File: config.mk
export PLATFORM = sky130hd
export DESIGN_NAME = accu_seq_4
export DESIGN_NICKNAME = d
export VERILOG_FILES = /design/src/rtl/accu_seq_4.sv
export SDC_FILE = /design/constraint.sdc
export NUM_CORES = 1
export LEC_CHECK = 0
export ABC_AREA = 1
export CORE_MARGIN = 2
export CORE_UTILIZATION = 48
export CTS_BUF_LIST = sky130_fd_sc_hd__clkbuf_8
export DETAILED_ROUTE_END_ITERATION = 7
export MAX_ROUTING_LAYER = met4
export PLACE_DENSITY = 0.94
export RECOVER_POWER = 50
export SLEW_MARGIN = 20
export SYNTH_ARGS = -nofsm -noshare
export SYNTH_HDL_FRONTEND = slang
export SYNTH_SLANG_ARGS = --single-unit
File: constraint.sdc
create_clock -name i_CLK -period 3.7 [get_ports i_CLK]
set_clock_uncertainty 0.2 [all_clocks]
set_input_delay 0.74 -clock i_CLK [delete_from_list [all_inputs] [get_ports i_CLK]]
set_output_delay 0.74 -clock i_CLK [all_outputs]
set_load 0.005 [all_outputs]
File: src/rtl/accu_seq_4.sv
// accu_seq_4: command sequencer for an external 4-bit accumulator.
// It executes LOAD, ADD, SUB and MUL commands. MUL is performed as a clear
// followed by N repeated additions. A sticky overflow flag is reported
// together with the result.
// Optional feature: defining ACCU_SEQ_CMD_FIFO_EN adds a 2-entry command
// FIFO, so commands are accepted while a command is executing and the next
// command is dispatched straight out of DONE.
module accu_seq_4 (
  input  logic       i_CLK,
  input  logic       i_RST,
  input  logic       i_CMD_VALID,
  output logic       o_CMD_READY,
  input  logic [1:0] i_CMD_OP,
  input  logic [3:0] i_CMD_D,
  input  logic [3:0] i_CMD_N,
  output logic       o_ACC_EN,
  output logic [1:0] o_ACC_C,
  output logic [3:0] o_ACC_D,
  input  logic [3:0] i_ACC_Q,
  input  logic       i_ACC_CARRY,
  output logic       o_BUSY,
  output logic       o_DONE,
  output logic [3:0] o_RESULT,
  output logic       o_OVF
);

  localparam logic [1:0] ST_IDLE  = 2'd0;
  localparam logic [1:0] ST_CLEAR = 2'd1;
  localparam logic [1:0] ST_STEP  = 2'd2;
  localparam logic [1:0] ST_DONE  = 2'd3;

  localparam logic [1:0] OP_LOAD = 2'b00;
  localparam logic [1:0] OP_ADD  = 2'b01;
  localparam logic [1:0] OP_SUB  = 2'b10;
  localparam logic [1:0] OP_MUL  = 2'b11;

  logic [1:0] state_q, state_d;
  logic [3:0] cnt_q, cnt_d;
  logic       ovf_q, ovf_d;
  logic [1:0] op_q, op_d;
  logic [3:0] opnd_q, opnd_d;

  // Command that would start now, and whether it starts this cycle
  logic       cmd_ready;
  logic       start;
  logic [1:0] head_op;
  logic [3:0] head_d;
  logic [3:0] head_n;

  logic       acc_en;
  logic [1:0] acc_c;
  logic [3:0] acc_d;

`ifdef ACCU_SEQ_CMD_FIFO_EN
  logic [9:0] fifo_mem_q [2];
  logic [9:0] fifo_mem_d [2];
  logic       wr_ptr_q, wr_ptr_d;
  logic       rd_ptr_q, rd_ptr_d;
  logic [1:0] fifo_cnt_q, fifo_cnt_d;
  logic       fifo_empty;
  logic       fifo_full;
  logic       push_req;
  logic       push;
  logic       pop;

  assign fifo_empty = (fifo_cnt_q == 2'd0);
  assign fifo_full  = (fifo_cnt_q == 2'd2);
  assign cmd_ready  = !i_RST && !fifo_full;
  assign push_req   = i_CMD_VALID && cmd_ready;
  // An empty FIFO is bypassed so an idle sequencer starts on the accept edge
  assign start      = ((state_q == ST_IDLE) || (state_q == ST_DONE)) &&
                      (!fifo_empty || push_req);
  assign pop        = start && !fifo_empty;
  assign push       = push_req && !(start && fifo_empty);
  assign {head_op, head_d, head_n} = fifo_empty ? {i_CMD_OP, i_CMD_D, i_CMD_N}
                                                : fifo_mem_q[rd_ptr_q];

  // FIFO pointer, occupancy and storage update
  always_comb begin
    fifo_mem_d = fifo_mem_q;
    wr_ptr_d   = wr_ptr_q;
    rd_ptr_d   = rd_ptr_q;
    fifo_cnt_d = fifo_cnt_q;
    if (push) begin
      fifo_mem_d[wr_ptr_q] = {i_CMD_OP, i_CMD_D, i_CMD_N};
      wr_ptr_d             = ~wr_ptr_q;
    end
    if (pop) begin
      rd_ptr_d = ~rd_ptr_q;
    end
    case ({push, pop})
      2'b10:   fifo_cnt_d = fifo_cnt_q + 2'd1;
      2'b01:   fifo_cnt_d = fifo_cnt_q - 2'd1;
      default: fifo_cnt_d = fifo_cnt_q;
    endcase
  end

  // FIFO control state; reset empties the FIFO
  always_ff @(posedge i_CLK or posedge i_RST) begin
    if (i_RST) begin
      wr_ptr_q   <= 1'b0;
      rd_ptr_q   <= 1'b0;
      fifo_cnt_q <= 2'd0;
    end else begin
      wr_ptr_q   <= wr_ptr_d;
      rd_ptr_q   <= rd_ptr_d;
      fifo_cnt_q <= fifo_cnt_d;
    end
  end

  // FIFO entry storage (data only, no reset needed)
  always_ff @(posedge i_CLK) begin
    fifo_mem_q <= fifo_mem_d;
  end
`else
  assign cmd_ready = !i_RST && (state_q == ST_IDLE);
  assign start     = i_CMD_VALID && cmd_ready;
  assign head_op   = i_CMD_OP;
  assign head_d    = i_CMD_D;
  assign head_n    = i_CMD_N;
`endif

  // Sequencer next state, step counter and sticky overflow
  always_comb begin
    state_d = state_q;
    cnt_d   = cnt_q;
    ovf_d   = ovf_q;
    op_d    = op_q;
    opnd_d  = opnd_q;
    case (state_q)
      ST_IDLE, ST_DONE: begin
        state_d = ST_IDLE;
        if (start) begin
          op_d   = head_op;
          opnd_d = head_d;
          ovf_d  = 1'b0;
          if (head_op == OP_LOAD) begin
            cnt_d   = 4'd1;
            state_d = ST_STEP;
          end else begin
            cnt_d = head_n;
            if (head_op == OP_MUL) begin
              state_d = ST_CLEAR;
            end else if (head_n == 4'd0) begin
              state_d = ST_DONE;
            end else begin
              state_d = ST_STEP;
            end
          end
        end
      end
      ST_CLEAR: begin
        state_d = (cnt_q == 4'd0) ? ST_DONE : ST_STEP;
      end
      ST_STEP: begin
        cnt_d = cnt_q - 4'd1;
        // For SUB the adder carry is an inverted borrow
        if (op_q == OP_SUB) begin
          if (!i_ACC_CARRY) begin
            ovf_d = 1'b1;
          end
        end else if (op_q != OP_LOAD) begin
          if (i_ACC_CARRY) begin
            ovf_d = 1'b1;
          end
        end
        if (cnt_q <= 4'd1) begin
          state_d = ST_DONE;
        end
      end
      default: state_d = ST_IDLE;
    endcase
  end

  // Control state; reset aborts any command immediately
  always_ff @(posedge i_CLK or posedge i_RST) begin
    if (i_RST) begin
      state_q <= ST_IDLE;
      cnt_q   <= 4'd0;
      ovf_q   <= 1'b0;
    end else begin
      state_q <= state_d;
      cnt_q   <= cnt_d;
      ovf_q   <= ovf_d;
    end
  end

  // Latched opcode and operand of the executing command
  always_ff @(posedge i_CLK) begin
    op_q   <= op_d;
    opnd_q <= opnd_d;
  end

  // Accumulator drive, decoded from the current state only
  always_comb begin
    acc_en = 1'b0;
    acc_c  = 2'b00;
    acc_d  = 4'd0;
    case (state_q)
      ST_CLEAR: begin
        acc_en = 1'b1;
        acc_c  = 2'b10;
      end
      ST_STEP: begin
        acc_en = 1'b1;
        acc_d  = opnd_q;
        case (op_q)
          OP_LOAD: acc_c = 2'b10;
          OP_SUB:  acc_c = 2'b01;
          default: acc_c = 2'b00;
        endcase
      end
      default: begin
        acc_en = 1'b0;
      end
    endcase
  end

  assign o_CMD_READY = cmd_ready;
  assign o_ACC_EN    = acc_en;
  assign o_ACC_C     = acc_c;
  assign o_ACC_D     = acc_d;
  assign o_BUSY      = (state_q != ST_IDLE);
  assign o_DONE      = (state_q == ST_DONE);
  assign o_RESULT    = (state_q == ST_DONE) ? i_ACC_Q : 4'd0;
  assign o_OVF       = ovf_q;

endmodule

* After elaboration in Yosys (flattened, before gate mapping) *
Index checks and enable logic that the tools add are counted.

cells by class
  $add $sub $neg = 1
  magnitude comparators = 1
  equality and inequality tests = 10
  multiplexer cells = 21
  reductions and logical operators = 16

operators by type and width
  operator                                                                          count
  4-bit two-way mux                                                                 4
  3-bit != test, second input constant                                              3
  2-bit == test, second input constant                                              4
  4-bit zero test                                                                   2
  1-bit two-way mux                                                                 8
  2-bit two-way mux                                                                 4
  2-bit case mux with 2 select lines                                                2
  4-bit case mux with 2 select lines                                                1
  2-bit zero test                                                                   3
  2-bit case mux with 3 select lines                                                1
  2-bit nonzero test                                                                3
  5-bit AND reduction                                                               1
  4-bit by 1-bit less-or-equal comparator with 1-bit output, second input constant  1
  2-bit != test, second input constant                                              2
  2-bit AND reduction                                                               2
  2-bit OR reduction                                                                2
  4-bit by 1-bit subtractor with 4-bit output, second input constant                1
  2-bit by 1-bit == test with 1-bit output, second input constant                   1
  1-bit logical AND                                                                 2
  1-bit case mux with 2 select lines                                                1
  1-bit zero test                                                                   1

word-level totals
  register bits = 13
  bits of input ports = 18
  output and inout bits = 15
  logic and storage cells = 54

* Logic depth before layout (Yosys ltp) *
Gate-level depths: netlist of run 1.

  word-level depth = 6
  gate-level depth with buffers = 9
  gate-level depth less buffers = 9

* Worst setup path before layout of run 1 *
OpenSTA, ideal clock, no wires.

  path type = register to output
  start = register state_q[1]
  end = output o_ACC_C[1]
  data arrival time = 1.212 ns
  data required time = 2.760 ns
  setup slack = 1.548 ns
  stages on the path, launching flop included = 5
  buffers on the path = 0
  cells stage by stage = dfrtp_1 -> inv_1 -> ha_1 -> nand2_1 -> o31ai_1

on the way
  cells in the longest elaborated chain, start to end = 2

RTL lines
  item                                                                              line  text
  start, declared                                                                   37    logic [1:0] state_q, state_d;
  start signal, assigned                                                            182   state_q <= state_d;
  2-bit == test / 2-bit by 1-bit == test with 1-bit output (equally long branches)  199   case (state_q)
  2-bit case mux with 2 select lines (*)                                            199
  end, declared                                                                     17    output logic [1:0] o_ACC_C,

Every way passes the cells marked *; elsewhere a longest branch is shown, timed or not.

* Worst setup path after layout of run 1 *
  start = register state_q[0]
  end = output o_ACC_C[1]

Same word-level chain as after synthesis.

==> results.py, run 1 <==
metrics = {
    "clock_network": {
        "clkLatencyLatePin_ns": 0.24,
        "cts_tree": "done",
        "clkSinkCount": 13,
        "cts_buffers": 3,
        "clockBufferDepth": 2,
        "post_cts_resized": 0,
        "post_cts_buffers": 0,
        "clk_pin_slew_ns": 0.05,
        "cts_hold_buf": 0,
        "htreeDepth": 1,
        "root_buffer": "clkbuf_8",
    },
    "placement": {
        "io_buffers": 32,
        "place.gp.congestion": 0.820,
        "dpl_worst_slack_ns": 0.911,
        "placed_area_um2": 1160,
        "dp_hpwl_mm": 1.61,
    },
    "drt": {
        "viasPerCell": 5.13,
        "vias": 810,
        "drc": 0,
        "met2_length_um": 986,
        "antenna_left": 0,
        "dr.max_layer_used": "met4",
        "drt_iter0_drc": 15,
        "dr.pass1.iters": 4,
        "routedWlPerCell_um": 13.0,
        "route.met3.wl_um": 157,
        "wl_met1_um": 850,
        "totalWireLength_mm": 2.05,
    },
    "setup_path": {
        "critPathTopFamily": "buffers and inverters",
        "worstPathRequired_ns": 2.76,
        "critPathArrivalTime_ns": 2.12,
        "crit_fanout": 10,
        "crit_type": "flip-flop to output port",
        "slowest_stage": "clkdlybuf4s50_1",
        "critPathBufInv": 2,
        "max_stage_delay_ns": 0.54,
        "critPathCaptureType": "output port",
        "path_cells": "inv_1 -> ha_1 -> nand2_1 -> o31ai_1 -> clkdlybuf4s50_1",
        "cp-start-kind": "flip-flop",
    },
    "power": {
        "clockPowerShare": 0.145,
        "ir_drop_uv": 421,
        "switching_power_uw": 348,
        "power_density_nw_per_um2": 709,
        "seq_power_share": 0.276,
        "power_frac_comb": 0.579,
        "netSwitchingFraction": 0.408,
        "power.leakage_uw": 0.000584,
        "intPower_uw": 505,
    },
    "die": {
        "die_area_um2": 2090,
        "row_count": 15,
        "core_region_area_um2": 1670,
        "fp.dieW_um": 45.7,
        "die_h_um": 45.7,
        "pin_count": 33,
        "initial_core_util": 0.500,
    },
    "sta": {
        "finalCritPeriodShare": 0.826,
        "setup_ws_ns": 0.643,
        "tns_ns": 0,
        "slew_headroom": 0.542,
        "worst_slew_pin_slew_ns": 0.684,
        "setup_viol": 0,
        "maxSlewViolCount": 0,
        "max_freq_mhz": 327,
        "hold_viol_final": 0,
        "worst_hold_slack_ns": 0.324,
        "rsz0062_at_grt": "false",
        "layout_min_cycle_time_ns": 3.06,
    },
    "yosys": {
        "synth_top_family_by_area": "simple AND/OR/NAND/NOR gates",
        "avgSynthCellArea_um2": 7.87,
        "synth_compound_area_frac": 0.0945,
        "synthMuxAreaShare": 0,
        "netlist_instances": 106,
        "yosysWarnings": 0,
        "synthAdderAreaFrac": 0.0900,
        "ys_seq_area_frac": 0.426,
        "synthesis.nets": 130,
        "netlist_area_um2": 835,
        "synth_cell_types": 20,
        "yosys.area_share.simple": 0.271,
        "synth-seq-cells": 13,
        "synth_xor_area_frac": 0.0105,
    },
    "global_route": {
        "overflow": 0,
        "grt_pass1_wl_mm": 3.43,
        "first_global_vias": 780,
        "grt_max_degree": 11,
        "antenna_found_initial": 0,
        "grt.total_usage": 0.239,
    },
    "layout": {
        "areaGrowthSynthToFinish_pct": 44.1,
        "stdcell_area_um2": 1200,
        "fin_util": 0.720,
        "antenna_cells": 0,
        "drive_gt1_frac": 0.0709,
        "nNetsFinal": 166,
        "fillers": 120,
    },
    "worst_hold_path": {
        "hold_path.class": "flip-flop to flip-flop",
    },
    "run_status": {
        "run_status": "finished clean",
    },
    "run": {
        "maxCapViolCount": 0,
    },
}
layout make-up:
type / count / area, um2 / share of cell area
multi-input combinational: 71 / 382 / 0.317
sequential: 13 / 355 / 0.296
timing repair buffer: 32 / 320 / 0.266
inverter: 21 / 78.8 / 0.0656
clock buffer: 3 / 41.3 / 0.0343
tap: 17 / 21.3 / 0.0177
clock inverter: 1 / 3.75 / 0.00312
per-stage QoR:
step	total power, uW	instances
2_1_floorplan	543	106
3_3_place_gp	711	154
3_5_place_dp	736	154
4_1_cts	868	158
5_1_grt	937	158
6_report	853	158
synthesized netlist by cell type, drive strengths merged:
master | n | share of area
o211ai | 1 | 0.0090
nand2 | 32 | 0.15
dfrtp | 7 | 0.21
a31oi | 1 | 0.0075
inv | 21 | 0.094
edfxtp | 6 | 0.22
ha | 6 | 0.090
buf | 1 | 0.013
and2 | 1 | 0.0075
a21oi | 2 | 0.021
nor2 | 10 | 0.057
o31ai | 1 | 0.0090
xnor2 | 1 | 0.010
o21ai | 8 | 0.048
nand3 | 8 | 0.054
cell families after synthesis:
logic type / after synthesis
buf+inv: 22
xor+xnor: 1
compound gates: 13
simple gates: 51
fa+ha+maj: 6
flops: 13
path summary, 6_finish.rpt:
path	startpoint	endpoint	slack, ns	cells after the start
min reg2reg	o_OVF$_DFFE_PP0P_	o_OVF$_DFFE_PP0P_	0.32	2
max reg2reg	state_q[1]$_DFFE_PP0P_	cnt_q[3]$_DFFE_PP0P_	1.57	8
max in group asynchronous	i_RST	cnt_q[0]$_DFFE_PP0P_	2.35	2
max	state_q[0]$_DFFE_PP0P_	o_ACC_C[1]	0.64	5
min in group asynchronous	i_RST	o_OVF$_DFFE_PP0P_	0.71	2
min	o_OVF$_DFFE_PP0P_	o_OVF$_DFFE_PP0P_	0.32	2
cell usage in the layout (no fill, tap or decap):
cell type and count:
nand2_1 31, dlygate4sd3_1 7, nor2_2 1, nand2_4 1, and2_1 1, inv_1 20, o31ai_1 1, nand3_2 1
dfrtp_1 7, edfxtp_1 6, a21oi_2 2, clkbuf_8 3, o21ai_0 8, inv_2 2, nand3_1 7, xnor2_1 1
a31oi_1 1, o211ai_1 1, nor2_1 9, clkdlybuf4s50_1 25, ha_1 6
layer usage:
metal | track usage | vias up
met2 | 0.380 | 35
met1 | 0.279 | 367
met5 | - | -
li1 | - | 401
met3 | 0.0556 | 7
met4 | 0.126 | 0
worst reg2reg max path: stages (launching register included):
cell     delay, ns
dfrtp_1       0.40
inv_1         0.09
ha_1          0.35
nor2_1        0.57
inv_2         0.12
nand2_4       0.13
inv_1         0.07
nand2_1       0.05
nand2_1       0.05
power groups by stage:
stage               registers, uW  clock network (uW)  logic (uW)
floorplan                     229                   0         314
global placement              234                   0         476
detailed placement            237                   0         499
CTS                           235                 126         507
global route                  241                 132         563
finish                        235                 123         494
state kept, by name, indices dropped and copies added, names as in the netlist:
signal and flops:
state_q 2, opnd_q 4, o_OVF 1, op_q 2
cnt_q 4
Power figures use the tool's default switching activity.
==> inputs of run 2 (changes only) <==
--- a/config.mk
+++ b/config.mk
@@ -7,11 +7,11 @@
 export LEC_CHECK = 0
 export ABC_AREA = 1
 export CORE_MARGIN = 2
-export CORE_UTILIZATION = 48
+export CORE_UTILIZATION = 44
 export CTS_BUF_LIST = sky130_fd_sc_hd__clkbuf_8
 export DETAILED_ROUTE_END_ITERATION = 7
 export MAX_ROUTING_LAYER = met4
-export PLACE_DENSITY = 0.94
+export PLACE_DENSITY = 0.88
 export RECOVER_POWER = 50
 export SLEW_MARGIN = 20
 export SYNTH_ARGS = -nofsm -noshare
==> constraint.sdc (replaced) <==
create_clock -name i_CLK -period 3.1 [get_ports i_CLK]
set_clock_uncertainty 0.2 [all_clocks]
set_input_delay 0.62 -clock i_CLK [delete_from_list [all_inputs] [get_ports i_CLK]]
set_output_delay 0.62 -clock i_CLK [all_outputs]
set_load 0.005 [all_outputs]
==> results.py, run 2 (same netlist as run 1, synthesis figures left out) <==
metrics = {
    "sta": {
        "tns_ns": 0,
        "worst_slew_pin_slew_ns": 0.669,
        "finalCritPeriodShare": 0.934,
        "setup_ws_ns": 0.205,
        "hold_viol_final": 0,
        "setup_viol": 0,
        "max_freq_mhz": 345,
        "rsz0062_at_grt": "false",
        "layout_min_cycle_time_ns": 2.89,
        "maxSlewViolCount": 0,
        "slew_headroom": 0.552,
    },
    "setup_path": {
        "critPathArrivalTime_ns": 2.07,
        "crit_type": "flip-flop to output port",
        "critPathCaptureType": "output port",
        "cp-start-kind": "flip-flop",
        "crit_fanout": 5,
        "cp-startpoint": "state_q[1]$_DFFE_PP0P_",
        "worstPathRequired_ns": 2.28,
        "r2r_start": "state_q[1]$_DFFE_PP0P_",
        "r2r_slack_ns": 0.99,
    },
    "drt": {
        "totalWireLength_mm": 2.06,
        "viasPerCell": 4.94,
        "dr.pass1.iters": 4,
        "routedWlPerCell_um": 12.4,
        "antenna_left": 0,
        "drc": 0,
        "vias": 820,
        "drt_iter0_drc": 28,
    },
    "die": {
        "die_area_um2": 2260,
        "row_count": 15,
        "core_region_area_um2": 1760,
        "initial_core_util": 0.473,
        "fp.dieW_um": 47.6,
        "die_h_um": 47.6,
        "pin_count": 33,
    },
    "global_route": {
        "antenna_found_initial": 0,
        "overflow": 0,
        "grt_max_degree": 11,
        "first_global_vias": 752,
        "grt_pass1_wl_mm": 3.08,
        "grt.total_usage": 0.208,
    },
    "power": {
        "power.leakage_uw": 0.000582,
        "ir_drop_uv": 385,
        "power_density_nw_per_um2": 841,
    },
    "layout": {
        "nNetsFinal": 166,
        "antenna_cells": 0,
        "final_cell_mix": "nand2_1, clkdlybuf4s50_1, inv_1",
        "final_common_cell": "nand2_1",
        "reg_top3": "cnt_q x4, opnd_q x4",
        "stdcell_area_um2": 1210,
        "drive_gt1_frac": 0.0709,
        "areaGrowthSynthToFinish_pct": 45.0,
    },
    "clock_network": {
        "cts_tree": "done",
        "clk_pin_slew_ns": 0.05,
        "post_cts_buffers": 0,
        "htreeDepth": 1,
        "root_buffer": "clkbuf_8",
        "cts_buffers": 3,
        "cts_hold_buf": 0,
        "clockBufferDepth": 2,
        "clkSinkCount": 13,
        "post_cts_resized": 0,
        "clkLatencyLatePin_ns": 0.24,
    },
    "worst_hold_path": {
        "min-delay-start": "o_OVF$_DFFE_PP0P_",
        "hold_path.class": "flip-flop to flip-flop",
    },
    "placement": {
        "io_buffers": 32,
        "place.gp.congestion": 0.859,
        "dp_hpwl_mm": 1.71,
        "placed_area_um2": 1170,
        "dpl_worst_slack_ns": 0.431,
    },
    "run": {
        "maxCapViolCount": 0,
    },
    "run_status": {
        "run_status": "finished clean",
    },
}
-- run 2: cell counts in the layout (fill, tap and decap cells not counted) --
No cell type changed its count.
-- run 2: cell type report --
class,count,area [um2]
Inverter,21,78.8
Multi-Input combinational cell,71,379
Sequential cell,13,355
Fill cell,160,554
Tap cell,25,31.3
Clock buffer,3,41.3
Clock inverter,1,3.75
Timing Repair Buffer,32,320
-- run 2: critical path, stage by stage (launching register included) --
cell and delay (ns):
dfrtp_1 0.40, inv_1 0.09, ha_1 0.36, nand2_1 0.17
o31ai_1 0.24, clkdlybuf4s50_1 0.57
-- run 2: through the flow --
| step | cells | total power, uW | hold slack, ns | util |
|---|---|---|---|---|
| after global placement | 162 | 850 | 0.290 | 0.666 |
| final | 166 | 1020 | 0.328 | 0.686 |
| after CTS | 166 | 1040 | 0.335 | 0.691 |
| after floorplan | 106 | 648 | 0.193 | - |
| after detailed placement | 162 | 885 | 0.321 | 0.666 |
| after global routing | 166 | 1110 | 0.364 | 0.686 |
-- run 2: final timing paths --
check / cells after the start / to
worst max-delay path: 5 / o_ACC_C[1]
worst min-delay path: 2 / o_OVF$_DFFE_PP0P_
worst max register to register: 8 / cnt_q[3]$_DFFE_PP0P_
worst min register to register: 2 / o_OVF$_DFFE_PP0P_
max in group asynchronous: 2 / cnt_q[1]$_DFFE_PP0P_
min in group asynchronous: 2 / o_OVF$_DFFE_PP0P_
-- run 2: metal layers --
metal | share of wire | wire length [um] | global-route usage
met1 | 0.40 | 814 | 0.220
met2 | 0.52 | 1060 | 0.359
met3 | 0.062 | 128 | 0.0491
met4 | 0.024 | 50 | 0.103
met5 | 0 | 0 | -
-- run 2: power by group --
| part | internal, uW | switching [uW] |
|---|---|---|
| sequential | 239 | 41.5 |
| combinational | 278 | 311 |
| clock | 87.5 | 60.3 |
